===== src/rtl/freq_meter.sv =====
// Gate-window frequency meter: counts synchronized rising edges of sig_in over GATE_CYCLES clocks.
// Optional FREQ_METER_LIVE_EN adds live_count and gate_progress outputs.
module freq_meter #(
  parameter int unsigned GATE_CYCLES = 50000000,
  parameter int unsigned CNT_W       = 27,
  parameter int unsigned SYNC_STAGES = 2
) (
  input  logic             clk_in,
  input  logic             rst,
  input  logic             sig_in,
  input  logic             start,
  input  logic             cont,
  output logic             busy,
  output logic [CNT_W-1:0] count_out,
  output logic             count_valid,
  output logic             overflow
`ifdef FREQ_METER_LIVE_EN
  ,
  output logic [CNT_W-1:0] live_count,
  output logic [7:0]       gate_progress
`endif
);

  localparam int unsigned      GW        = $clog2(GATE_CYCLES);
  localparam logic [GW-1:0]    GATE_LAST = GW'(GATE_CYCLES - 1);
  localparam logic [GW-1:0]    GATE_ONE  = GW'(1);
  localparam logic [CNT_W-1:0] CNT_ONE   = CNT_W'(1);

  typedef enum logic [1:0] {IDLE, GATE, DONE} state_t;

  logic [SYNC_STAGES-1:0] sync_q;
  logic                   synced_d_q;
  logic                   edge_p;

  state_t                 state_q;
  logic [GW-1:0]          gate_cnt_q;
  logic [CNT_W-1:0]       edge_cnt_q, edge_cnt_d;
  logic                   sat_q, sat_d;
  logic                   busy_q, count_valid_q, overflow_q;
  logic [CNT_W-1:0]       count_out_q;

  always_ff @(posedge clk_in) begin
    if (rst) begin
      sync_q     <= '0;
      synced_d_q <= 1'b0;
    end else begin
      sync_q     <= {sync_q[SYNC_STAGES-2:0], sig_in};
      synced_d_q <= sync_q[SYNC_STAGES-1];
    end
  end

  assign edge_p = sync_q[SYNC_STAGES-1] & ~synced_d_q;

  // Counter value including this cycle's edge, so the last gate cycle lands in the result.
  always_comb begin
    edge_cnt_d = edge_cnt_q;
    sat_d      = sat_q;
    if (edge_p) begin
      if (&edge_cnt_q) sat_d = 1'b1;
      else             edge_cnt_d = edge_cnt_q + CNT_ONE;
    end
  end

  always_ff @(posedge clk_in) begin
    if (rst) begin
      state_q       <= IDLE;
      gate_cnt_q    <= '0;
      edge_cnt_q    <= '0;
      sat_q         <= 1'b0;
      busy_q        <= 1'b0;
      count_out_q   <= '0;
      count_valid_q <= 1'b0;
      overflow_q    <= 1'b0;
    end else begin
      count_valid_q <= 1'b0;
      case (state_q)
        IDLE: begin
          if (start || cont) begin
            state_q    <= GATE;
            busy_q     <= 1'b1;
            gate_cnt_q <= '0;
            edge_cnt_q <= '0;
            sat_q      <= 1'b0;
          end
        end
        GATE: begin
          gate_cnt_q <= gate_cnt_q + GATE_ONE;
          edge_cnt_q <= edge_cnt_d;
          sat_q      <= sat_d;
          if (gate_cnt_q == GATE_LAST) begin
            state_q       <= DONE;
            busy_q        <= 1'b0;
            count_out_q   <= edge_cnt_d;
            overflow_q    <= sat_d;
            count_valid_q <= 1'b1;
          end
        end
        DONE: begin
          if (cont) begin
            state_q    <= GATE;
            busy_q     <= 1'b1;
            gate_cnt_q <= '0;
            edge_cnt_q <= '0;
            sat_q      <= 1'b0;
          end else begin
            state_q <= IDLE;
          end
        end
        default: state_q <= IDLE;
      endcase
    end
  end

  assign busy        = busy_q;
  assign count_out   = count_out_q;
  assign count_valid = count_valid_q;
  assign overflow    = overflow_q;

`ifdef FREQ_METER_LIVE_EN
  logic [GW+7:0] prog_num;
  logic [GW+7:0] prog_quot;

  assign live_count    = edge_cnt_q;
  assign prog_num      = {gate_cnt_q, 8'h00};
  assign prog_quot     = prog_num / (GW + 8)'(GATE_CYCLES);
  assign gate_progress = (state_q == GATE) ? prog_quot[7:0] : '0;
`endif

endmodule


===== config.mk =====
export PLATFORM = sky130hd
export DESIGN_NAME = freq_meter
export DESIGN_NICKNAME = d
export VERILOG_FILES = /design/src/rtl/freq_meter.sv
export SDC_FILE = /design/constraint.sdc
export NUM_CORES = 1
export LEC_CHECK = 0
export CORE_AREA = 2 2 121 88
export DETAILED_ROUTE_END_ITERATION = 7
export DIE_AREA = 0 0 123 90
export PLACE_DENSITY = 0.63
export REMOVE_ABC_BUFFERS = 1
export SETUP_SLACK_MARGIN = 0.4
export SYNTH_ARGS = -nofsm -noshare
export SYNTH_HDL_FRONTEND = slang
export SYNTH_SLANG_ARGS = --single-unit

===== constraint.sdc =====
create_clock -name clk_in -period 2.55 [get_ports clk_in]
set_input_delay 0.3825 -clock clk_in [delete_from_list [all_inputs] [get_ports clk_in]]
set_output_delay 0.3825 -clock clk_in [all_outputs]
set_load 0.005 [all_outputs]

==> impl_metrics.tcl <==
set metrics [dict create \
    worst-path-buf-inv 0 \
    synth_area_um2 4340 \
    yosys.area.top_type_share_pct 41.05 \
    ys_async_sr_fraction_pct 0 \
    slowest_delay_ns 0.61 \
    max_cap_violations 0 \
    drive_above_1_share_pct 13.93 \
    finalHoldViolCount 0 \
    yosysMostFrequentCell "dfxtp_1" \
    core_um2 10010 \
    slowest_stage "or4_4" \
    grt.overflow.total 0 \
    place_inst 671 \
    drt_wl_total_mm 11.39 \
    grt_pass1_vias 3520 \
    status "complete, no violations" \
    path_cells "nand4_1 > or4_4 > o2111a_2 > and3_1 > o22a_1" \
    fin_cells 692 \
    ctsHtreeMaxLevel 3 \
    synthTopCellsByCount "dfxtp_1, nor2_1, xnor2_1" \
    grt_max_degree 53 \
    ctsHoldBuffers 0 \
    p_sw_mw 0.6596 \
    path_class "reg -> reg" \
    area_growth_pct 23.21 \
    period_minus_slack_ns 2.077 \
    cts_made_buffers 9 \
    synthCells 524 \
    clockRootBuffer "clkbuf_16" \
    pwr-share-seq_pct 47.6 \
    power.share.clock_pct 47.4 \
    vias 4010 \
    nNetsFinal 562 \
    seq_area_frac_synth_pct 41.05 \
    diodes 0 \
    worstPathRequired_ns 2.78 \
    rows 31 \
    io_pins 35 \
    swShare_pct 22.24 \
    dieHeight_um 90 \
    clock-skew-final_ns 0.007368 \
    cts_max_path_buffers 2 \
    viasPerCell 5.795 \
    rsz0062_at_grt "yes" \
    worst_setup_path_end_kind "flop" \
    antenna_found_initial 0 \
    clock_latency_ns 0.35 \
    p_comb_share_pct 5.0 \
    wl_per_cell_um 16.45 \
    setup_viol 0 \
    startpoint_type "flop" \
    synth_top_cell_by_area "dfxtp_1" \
    portBuffers 34 \
    relSlewSlack_pct 47.25 \
    drv_slew 0 \
    cp.arrival_ns 2.31 \
    drtIter0Drc 329 \
    start_util_pct 43.37 \
    die_x_um 123 \
    grtUsageTotal_pct 20.77 \
    dp_hpwl_mm 7.567 \
    whs_ns 0.3777 \
    drc_errors 0 \
    postRouteAntennaNets 0 \
    dominantRegCellSynth "dfxtp_1" \
    synthDistinctLibCells 52 \
    synthTopCellsByArea "dfxtp_1, xnor2_1, nor2_1" \
    ir_drop_mv 0.3797 \
    gp_congestion 0.9034 \
    clk_pin_slew_ns 0.06 \
    ys_ff_latch 89 \
    timing.fmax_mhz 481.5 \
    finalCritPeriodShare_pct 81.44 \
    timing.critical_path.max_delay_family "simple AND/OR/NAND/NOR gates" \
    cts.sinks 89 \
    power_report.internal_total_mw 2.306 \
    p_leak_nw 1.677 \
    dieArea_um2 11070 \
    syn_area_per_cell_um2 8.283 \
    ys_warn_count 0 \
    cts_tree "done" \
    worst_pin_slew_ns 0.7913 \
    drt_first_pass_iters 5 \
    synth-edff-count 0 \
    path_max_fanout 10 \
    grt_pass1_wl_mm 18.06 \
    cellPowerDensity_nw_per_um2 554.6 \
    hp-class "in -> reg" \
]
[area by class of cell]
class                           count  area (um2)
Clock buffer                       10       229.0
Clock inverter                      6       82.58
Fill cell                         938        4659
Inverter                            9       33.78
Multi-Input combinational cell    387        2487
Sequential cell                    89        1793
Tap cell                          132       165.2
Timing Repair Buffer               59       556.8
[through the flow]
step / area, um2 / setup WS, ns / util, % / power (mW) / TNS, ns
CTS: 5174 / 0.4083 / 51.70 / 2.984 / 0
finish: 5348 / 0.4733 / 53.44 / 2.966 / 0
detailed placement: 4835 / 0.2488 / 48.31 / 1.588 / 0
floorplan: 4170 / -0.1025 / - / 1.516 / -0.2171
global route: 5348 / 0.3498 / 53.44 / 3.077 / 0
global placement: 4835 / 0.3012 / 48.31 / 1.587 / 0
[registers in the layout, summed over array words and instances, names as in the netlist]
signal and flops:
gate_cnt_q 26, edge_cnt_q 27, overflow 1, busy 1, sat_q 1, sync_q 2
count_out 27, count_valid 1, synced_d_q 1, state_q 2
[worst paths after layout]
check / slack, ns / end / from / depth (start not counted)
hold reg to reg: 0.44 / sync_q[1]$_SDFF_PP0_ / sync_q[0]$_SDFF_PP0_ / 1
hold / removal: 0.38 / gate_cnt_q[1]$_SDFFE_PP0P_ / rst / 2
setup / recovery: 0.47 / edge_cnt_q[21]$_SDFFE_PP0P_ / edge_cnt_q[15]$_SDFFE_PP0P_ / 5
setup reg to reg: 0.47 / edge_cnt_q[21]$_SDFFE_PP0P_ / edge_cnt_q[15]$_SDFFE_PP0P_ / 5
[power groups by stage]
stage / Combinational [mW] / Sequential, mW / Clock [mW]
2_1_floorplan: 0.0761 / 1.44 / 0
3_3_place_gp: 0.145 / 1.44 / 0
3_5_place_dp: 0.147 / 1.44 / 0
4_1_cts: 0.147 / 1.41 / 1.43
5_1_grt: 0.166 / 1.41 / 1.50
6_report: 0.150 / 1.41 / 1.40
[cell families (layout without fill, tap and decap cells)]
group	count (synthesis)	in the layout	synth area share [%]
adder cells (fa/ha/maj)	2	2	0.5764
AND/OR/NAND/NOR	223	223	26.75
AO/OA/AOI/OAI	117	117	17.76
XOR/XNOR	42	42	8.475
multiplexers	3	3	0.6919
flip-flops	89	89	41.05
buffers and inverters	48	84	4.699
[placed cells by master (no fill, tap or decap), types with 7 or more instances in the layout]
cell,count
a211oi_1,21
a21oi_1,28
a311oi_1,7
a31oi_1,16
and3_1,7
and4_1,9
buf_4,22
clkbuf_16,10
clkdlybuf4s50_1,33
dfxtp_1,80
dfxtp_2,9
inv_1,9
nand2_1,34
nand2b_1,12
nand3_1,16
nand4_1,12
nor2_1,69
nor3_1,15
nor4_1,11
o21ai_0,15
xnor2_1,36
[worst register-to-register path: stages, from the launching register on]
cell and delay, ns:
dfxtp_1 0.40, nand4_1 0.20, or4_4 0.61, o2111a_2 0.37, and3_1 0.19, o22a_1 0.19
[repair_timing]
action	in CTS	in global routing
hold endpoints to repair	0	0
pin swaps	1	3
endpoints found under the setup margin	19	45
gates cloned	0	1
gates resized for setup	7	32
setup buffers	1	3
[routing by layer]
metal | vias up | part of all wire (%) | global-route usage (%)
met4 | 0 | 0.83 | 4.072
met5 | - | 0 | 0
met3 | 10 | 7.0 | 6.916
met2 | 125 | 42 | 28.31
li1 | 1965 | - | -
met1 | 1910 | 50 | 31.56
(Power assumes the default switching activity.)
